===== config.mk =====
export PLATFORM = sky130hd
export DESIGN_NAME = pipeline_ctrl
export DESIGN_NICKNAME = d
export VERILOG_FILES = /design/src/rtl/pipeline_ctrl.sv
export SDC_FILE = /design/constraint.sdc
export NUM_CORES = 1
export LEC_CHECK = 0
export BUFFER_PORTS_ARGS = -buffer_cell sky130_fd_sc_hd__buf_4
export CORE_ASPECT_RATIO = 1.4
export CORE_UTILIZATION = 33
export DETAILED_ROUTE_END_ITERATION = 12
export GPL_ROUTABILITY_DRIVEN = 1
export PLACE_DENSITY_LB_ADDON = 0.08
export SLEW_MARGIN = 20
export SYNTH_ARGS = -nofsm -noshare
export SYNTH_HDL_FRONTEND = slang
export SYNTH_SLANG_ARGS = --single-unit

===== constraint.sdc =====
create_clock -name CLK -period 2.75 [get_ports CLK]
set_input_delay 0.825 -clock CLK [delete_from_list [all_inputs] [get_ports CLK]]
set_output_delay 0.825 -clock CLK [all_outputs]
set_load 0.05 [all_outputs]

===== src/rtl/pipeline_ctrl.sv =====
// pipeline_ctrl: hazard and sequencing controller for the five-stage pipeline.
// Produces per-cycle write-enable/flush controls for PC, IF/ID, ID/EX, EX/MEM
// and MEM/WB from cache hits, load-use hazards, redirects and HALT.
// Optional performance counters are built when PIPECTL_PERF_EN is defined;
// otherwise stall_cnt/flush_cnt are tied to zero.
module pipeline_ctrl (
  input  logic        CLK,
  input  logic        nRST,
  input  logic        ihit,
  input  logic        dhit,
  input  logic        exmem_dREN,
  input  logic        exmem_dWEN,
  input  logic        exmem_redirect,
  input  logic        exmem_halt,
  input  logic        idex_dREN,
  input  logic [4:0]  idex_rt,
  input  logic [4:0]  ifid_rs,
  input  logic [4:0]  ifid_rt,
  output logic        pcWEN,
  output logic        ifid_writeEN,
  output logic        idex_writeEN,
  output logic        exmem_writeEN,
  output logic        memwb_writeEN,
  output logic        ifid_flush,
  output logic        idex_flush,
  output logic        exmem_flush,
  output logic        halt,
  output logic [31:0] stall_cnt,
  output logic [31:0] flush_cnt
);

  typedef enum logic [1:0] {
    RUN    = 2'd0,
    DWAIT  = 2'd1,
    DRAIN  = 2'd2,
    HALTED = 2'd3
  } state_e;

  state_e state_q, state_d;
  logic   halt_q, halt_d;
  logic   dacc;
  logic   lu;
  logic   adv;

  assign dacc = exmem_dREN | exmem_dWEN;
  assign lu   = idex_dREN & (idex_rt != 5'd0) &
                ((idex_rt == ifid_rs) | (idex_rt == ifid_rt));

  // Next state and latch controls. DWAIT releases into the same decision
  // tree as RUN so a completed data access resolves hazards in that cycle.
  always_comb begin
    pcWEN         = 1'b0;
    ifid_writeEN  = 1'b0;
    idex_writeEN  = 1'b0;
    exmem_writeEN = 1'b0;
    memwb_writeEN = 1'b0;
    ifid_flush    = 1'b0;
    idex_flush    = 1'b0;
    exmem_flush   = 1'b0;
    state_d       = state_q;
    adv           = 1'b0;

    case (state_q)
      RUN: begin
        adv = ~dacc | dhit;
        if (!adv) state_d = DWAIT;
      end
      DWAIT: begin
        // dhit only counts when MEM actually holds an access
        adv = dacc & dhit;
      end
      DRAIN: begin
        memwb_writeEN = 1'b1;
        state_d       = HALTED;
      end
      HALTED: begin
        state_d = HALTED;
      end
      default: begin
        state_d = RUN;
      end
    endcase

    if (adv) begin
      exmem_writeEN = 1'b1;
      memwb_writeEN = 1'b1;
      state_d       = RUN;
      if (exmem_halt) begin
        ifid_writeEN = 1'b1;
        idex_writeEN = 1'b1;
        ifid_flush   = 1'b1;
        idex_flush   = 1'b1;
        exmem_flush  = 1'b1;
        state_d      = DRAIN;
      end else if (exmem_redirect) begin
        pcWEN        = 1'b1;
        ifid_writeEN = 1'b1;
        idex_writeEN = 1'b1;
        ifid_flush   = 1'b1;
        idex_flush   = 1'b1;
        exmem_flush  = 1'b1;
      end else if (lu || !ihit) begin
        idex_writeEN = 1'b1;
        idex_flush   = 1'b1;
      end else begin
        pcWEN        = 1'b1;
        ifid_writeEN = 1'b1;
        idex_writeEN = 1'b1;
      end
    end
  end

  // Registered halt follows the state being entered.
  always_comb begin
    halt_d = (state_d == HALTED);
  end

  // State and halt flag registers.
  always_ff @(posedge CLK or negedge nRST) begin
    if (!nRST) begin
      state_q <= RUN;
      halt_q  <= 1'b0;
    end else begin
      state_q <= state_d;
      halt_q  <= halt_d;
    end
  end

  assign halt = halt_q;

`ifdef PIPECTL_PERF_EN
  logic [31:0] stall_cnt_q, stall_cnt_d;
  logic [31:0] flush_cnt_q, flush_cnt_d;
  logic [1:0]  flush_n;
  logic [32:0] flush_sum;

  // Counter updates: saturating, frozen once halted.
  always_comb begin
    flush_n = {1'b0, ifid_flush & ifid_writeEN} +
              {1'b0, idex_flush & idex_writeEN} +
              {1'b0, exmem_flush & exmem_writeEN};
    flush_sum   = {1'b0, flush_cnt_q} + {31'b0, flush_n};
    stall_cnt_d = stall_cnt_q;
    flush_cnt_d = flush_cnt_q;
    if (state_q != HALTED) begin
      if (!pcWEN && (state_q == RUN || state_q == DWAIT) && (stall_cnt_q != '1))
        stall_cnt_d = stall_cnt_q + 32'd1;
      flush_cnt_d = flush_sum[32] ? '1 : flush_sum[31:0];
    end
  end

  // Counter registers.
  always_ff @(posedge CLK or negedge nRST) begin
    if (!nRST) begin
      stall_cnt_q <= '0;
      flush_cnt_q <= '0;
    end else begin
      stall_cnt_q <= stall_cnt_d;
      flush_cnt_q <= flush_cnt_d;
    end
  end

  assign stall_cnt = stall_cnt_q;
  assign flush_cnt = flush_cnt_q;
`else
  assign stall_cnt = '0;
  assign flush_cnt = '0;
`endif

endmodule

# Word-level counts from Yosys, hierarchy flattened
# Index checks and enable logic that the tools add are counted.
[totals]
elab_cells = 41
ff_bits = 3
[classes]
mux = 21
n_reduce_logical = 5
eq_ne = 6
n_bitwise = 7
[ops]
columns = ["op", "count"]
rows = [
  ["$mux W1", 16],
  ["$eq A5 B5 Y1", 2],
  ["$eq A2 B2 Y1 const B", 3],
  ["$mux W2", 3],
  ["$reduce_bool A5 Y1", 1],
  ["$pmux W2 S2", 1],
  ["$and A1 B1 Y1", 3],
  ["$or A1 B1 Y1", 3],
  ["$eq A2 B1 Y1 const B", 1],
  ["$logic_not A2 Y1", 1],
  ["$pmux W1 S2", 1],
  ["$reduce_or A2 Y1", 1],
  ["$logic_not A1 Y1", 1],
  ["$logic_or A1 B1 Y1", 1],
  ["$not A1 Y1", 1],
]

# Logic depth before layout (Yosys ltp)
[depth]
depth_word = 8
depth_mapped = 5
mapped_depth_nobuf = 5

# Worst setup path after synthesis
# OpenSTA, ideal clock, no wires.
[synth_path]
kind = "in2out"
start = "input exmem_dWEN"
end = "output ifid_writeEN"
required_ns = 1.925
arrival_ns = 2.658
path_stages = 5
slack_ns = -0.733
cell_sequence = "or3_1 -> a21o_1 -> inv_1 -> o31ai_1 -> a21oi_1"
[synth_between]
elab_chain_len = 5
elab_cells_between_ends = 6
classes_between = "2 x mux; 4 x bitwise"
[synth_rtl]
columns = ["item", "line_no", "text"]
rows = [
  ["start, declared", "12", "input logic exmem_dWEN,"],
  ["$or A1 B1 Y1 *", "45", "assign dacc = exmem_dREN | exmem_dWEN;"],
  ["$not A1 Y1", "65", "adv = ~dacc | dhit;"],
  ["$or A1 B1 Y1", "65", ""],
  ["$pmux W1 S2 *", "63", "case (state_q)"],
  ["$mux W1 *", "84", "if (adv) begin"],
  ["end, declared", "20", "output logic ifid_writeEN,"],
]
# Mark *: on every way between the ends. The rest lies on a longest branch, timed or not.

# Final worst setup path
[layout_path]
start = "input exmem_dREN"
end = "output pcWEN"
[layout_between]
elab_chain_len = 5
elab_cells_between_ends = 6
classes_between = "2 x mux; 4 x bitwise"
[layout_rtl]
columns = ["item", "line_no", "text"]
rows = [
  ["start, declared", "11", "input logic exmem_dREN,"],
  ["$or A1 B1 Y1 *", "45", ""],
  ["$not A1 Y1", "65", ""],
  ["$or A1 B1 Y1", "65", ""],
  ["$pmux W1 S2 *", "63", ""],
  ["$mux W1 *", "84", ""],
  ["end, declared", "19", "output logic pcWEN,"],
]
# Marked as above.

==> metrics.md <==
| Metric | Value |
|---|---|
| Status | finished, violations left |
| Failing checks | design-rule violations, negative setup slack |
| Unrepaired setup endpoints after global routing | true |
| Crit path kind | primary input to output port |
| Unique cell type count in the Yosys netlist | 19 |
| Post-layout total power | 0.380 mW |
| Max-slew violation count | 0 |
| Vias per cell | 3.63 |
| Htree depth | 1 |
| Largest area contributor in the synthesized netlist | buf_4 |
| Max Cap Viol | 0 |
| Critical-path top delay cell | or3_4 |
| YS warnings | 0 |
| Fill cells | 249 |
| Gate power share | 67.4% |
| Post-synth EDFFs | 0 |
| WP data arrival | 2.10 ns |
| R2R Setup Slk | 1.20 ns |
| Clock-pin transition on the worst setup and hold timing paths | 0.04 ns |
| Hold Buf Count CTS | 0 |
| RD Place Congestion | 0.715 |
| Worst r2r src | state_q[0]$_DFF_PN0_ |
| Area Overhead vs Synth | 25.8% |
| Psw | 0.242 mW |
| Avg WL per Cell | 8.71 um |
| Worst Setup Start Kind | primary input |
| Final core occ | 45.4% |
| DPL Wire Length | 1210 um |
| Top cells by area, synth | buf_4, xnor2_1, dfrtp_1, nor2_1, a21o_1 |
| GRT Resource Usage Total | 10.2% |
| Post-CTS setup buffer count | 0 |
| Critical path required time | 1.93 ns |
| CP endpoint kind | output port |
| Final setup vio count | 7 |
| Vias | 610 |
| Sequential fraction of the synthesis area | 9.33% |
| WL final | 1460 um |
| Min Hold Slack | 0.366 ns |
| Worst IR Drop VDD | 0.000183 V |
| Pint | 0.138 mW |
| Clock Tree Buf Depth | 2 |
| DRC | 4 |
| PwrDens | 375 mW/mm2 |
| Chip width | 43.7 um |
| Initial antenna violation count | 0 |
| Clock power frac | 20.9% |
| Synthesized area | 805 um2 |
| Hold Path Class | primary input to asynchronous set/reset pin |
| Share of post-route cells with drive strength above 1 | 37.0% |
| Drt first pass iters | 9 |
| Chip Height | 60.4 um |
| Critical path fanouts, max | 2 |
| Sequential share of power | 11.7% |
| CTS root buf | clkbuf_4 |
| Core box area | 0.00223 mm2 |
| Worst Skew | 0.00302 ns |
| Fin. Hold Viols | 0 |
| Port bufs | 32 |
| N_diodes | 0 |
| Worst setup margin | -0.178 ns |
| Post-synth top area share | 61.6% |
| Crit path largest cell delay | 0.36 ns |
| Num Clock Sinks | 3 |
| CTS buffer count | 3 |
| Clock latency on the worst-skew pair | 0.24 ns |
| Final worst-path cycle share | 106% |
| Synthesized flop and latch total | 3 |
| CTS tree | done |
| Setup crit start | exmem_dREN |
| Starting Density | 36.1% |
| Grt ovf | 0 |
| Switching Fraction | 63.6% |
| Post-Syn Area per Cell | 7.45 um2 |
| Iteration-0 DRC Markers | 8 |
| FMAX | 342 MHz |
| Mapped Cells | 108 |
| Sequential Area | 75.1 um2 |
| Site row count | 20 |
| I/O Pins | 97 |
| Detail Route Antenna Nets | 0 |
| Synth async-reset ratio | 100% |
| Largest net degree at the start of global routing | 7 |
| Leak pwr | 0.542 nW |
| Place WS | -0.275 ns |
| Net count, final | 171 |
| Die Area | 0.00264 mm2 |
| Min cycle time layout | 2.93 ns |
| Main synth FF type | dfrtp_1 |
| Worst path cell trace | buf_6 > or3_4 > a21o_4 > or3_4 > a21oi_4 > buf_6 |
| Multi-input logic area | 534 um2 |
| Number of global-route vias before repair | 451 |
| First-pass GRT wire length | 1940 um |
[stage by stage]
stage	setup TNS (ns)	instance area, um2	std cells
after floorplan	-0.371	1090	171
after global placement	-0.975	902	164
after detailed placement	-1.08	902	164
after CTS	-0.709	985	168
after global routing	-0.843	1010	168
final	-0.567	1010	168
[layout by cell type, fill, tap and decap left out]
cell type | synthesis | routed
conb_1 | 1 | 64
clkinvlp_4 | 0 | 1
buf_6 | 0 | 6
a21oi_4 | 0 | 2
or3_4 | 0 | 2
or4_4 | 0 | 1
buf_8 | 0 | 4
clkbuf_1 | 1 | 1
buf_4 | 66 | 28
a21o_1 | 2 | 1
a21oi_1 | 2 | 1
o22ai_1 | 1 | 1
nand3_1 | 2 | 2
nor2_2 | 0 | 1
o21ai_4 | 0 | 1
o21ai_2 | 0 | 1
inv_1 | 2 | 1
o21ai_0 | 2 | 1
nor2_1 | 5 | 3
xnor2_1 | 10 | 10
clkbuf_4 | 0 | 3
a21o_4 | 0 | 1
nor3_2 | 0 | 1
nor2_4 | 0 | 1
nand2_1 | 4 | 4
o31ai_2 | 0 | 1
dfrtp_1 | 3 | 3
[synth_stat cells (2+ instances only)]
library cell,instances
a21o_1,2
a21oi_1,2
buf_4,66
dfrtp_1,3
inv_1,2
nand2_1,4
nand3_1,2
nor2_1,5
o21ai_0,2
or3_1,2
xnor2_1,10
[cells by family (layout without fill, tap and decap cells)]
| logic type | count (synthesis) | in the layout | synth area share, % |
|---|---|---|---|
| xor+xnor | 10 | 10 | 10.9 |
| compound gates | 10 | 10 | 7.78 |
| flops | 3 | 3 | 9.33 |
| simple gates | 15 | 15 | 8.55 |
| other cells | 1 | 64 | 0.466 |
| buf+inv | 69 | 44 | 63.0 |
[metal layers]
metal | track usage [%] | vias up | part of all wire, %
li1 | - | 285 | -
met5 | 0 | - | 0
met2 | 19.0 | 55 | 58
met3 | 2.68 | 2 | 13
met1 | 9.55 | 268 | 28
met4 | 6.70 | 0 | 1.1
[state kept, by name, summed over array words and instances (netlist names)]
register,flops
state_q,2
halt,1
[worst max-delay path, delay by kind of cell]
kind	cells	cell delay [ns]
AOI/OAI and AO/OA	2	0.33
buffers and inverters	2	0.26
and+or+nand+nor	2	0.69
[timing repair]
action                     CTS  global route
setup endpoints to repair    8             7
resized for setup           16             6
hold endpoints to repair     0             0
pin swaps                    4             5
[cell type report]
type,count,share of cell area [%]
flip-flops and latches,3,7.42
inverters,2,1.11
repair buffers,38,33.4
multi-input cells,99,52.8
clock buffers,4,2.60
well taps,22,2.72
[final timing paths]
kind / end / depth (start not counted)
max in group asynchronous: halt$_DFF_PN0_ / 1
min: state_q[0]$_DFF_PN0_ / 1
max: pcWEN / 6
min in group CLK: halt$_DFF_PN0_ / 0
max reg2reg: state_q[1]$_DFF_PN0_ / 7
min reg2reg: halt$_DFF_PN0_ / 0
[power groups by stage]
stage	combinational, mW	clock [mW]	sequential [mW]
finish	0.256	0.0792	0.0444
global route	0.268	0.0874	0.0443
CTS	0.252	0.0818	0.0444
detailed placement	0.250	0	0.0449
global placement	0.250	0	0.0449
floorplan	0.282	0	0.0450
No activity file was read; power rests on OpenSTA's default activity.
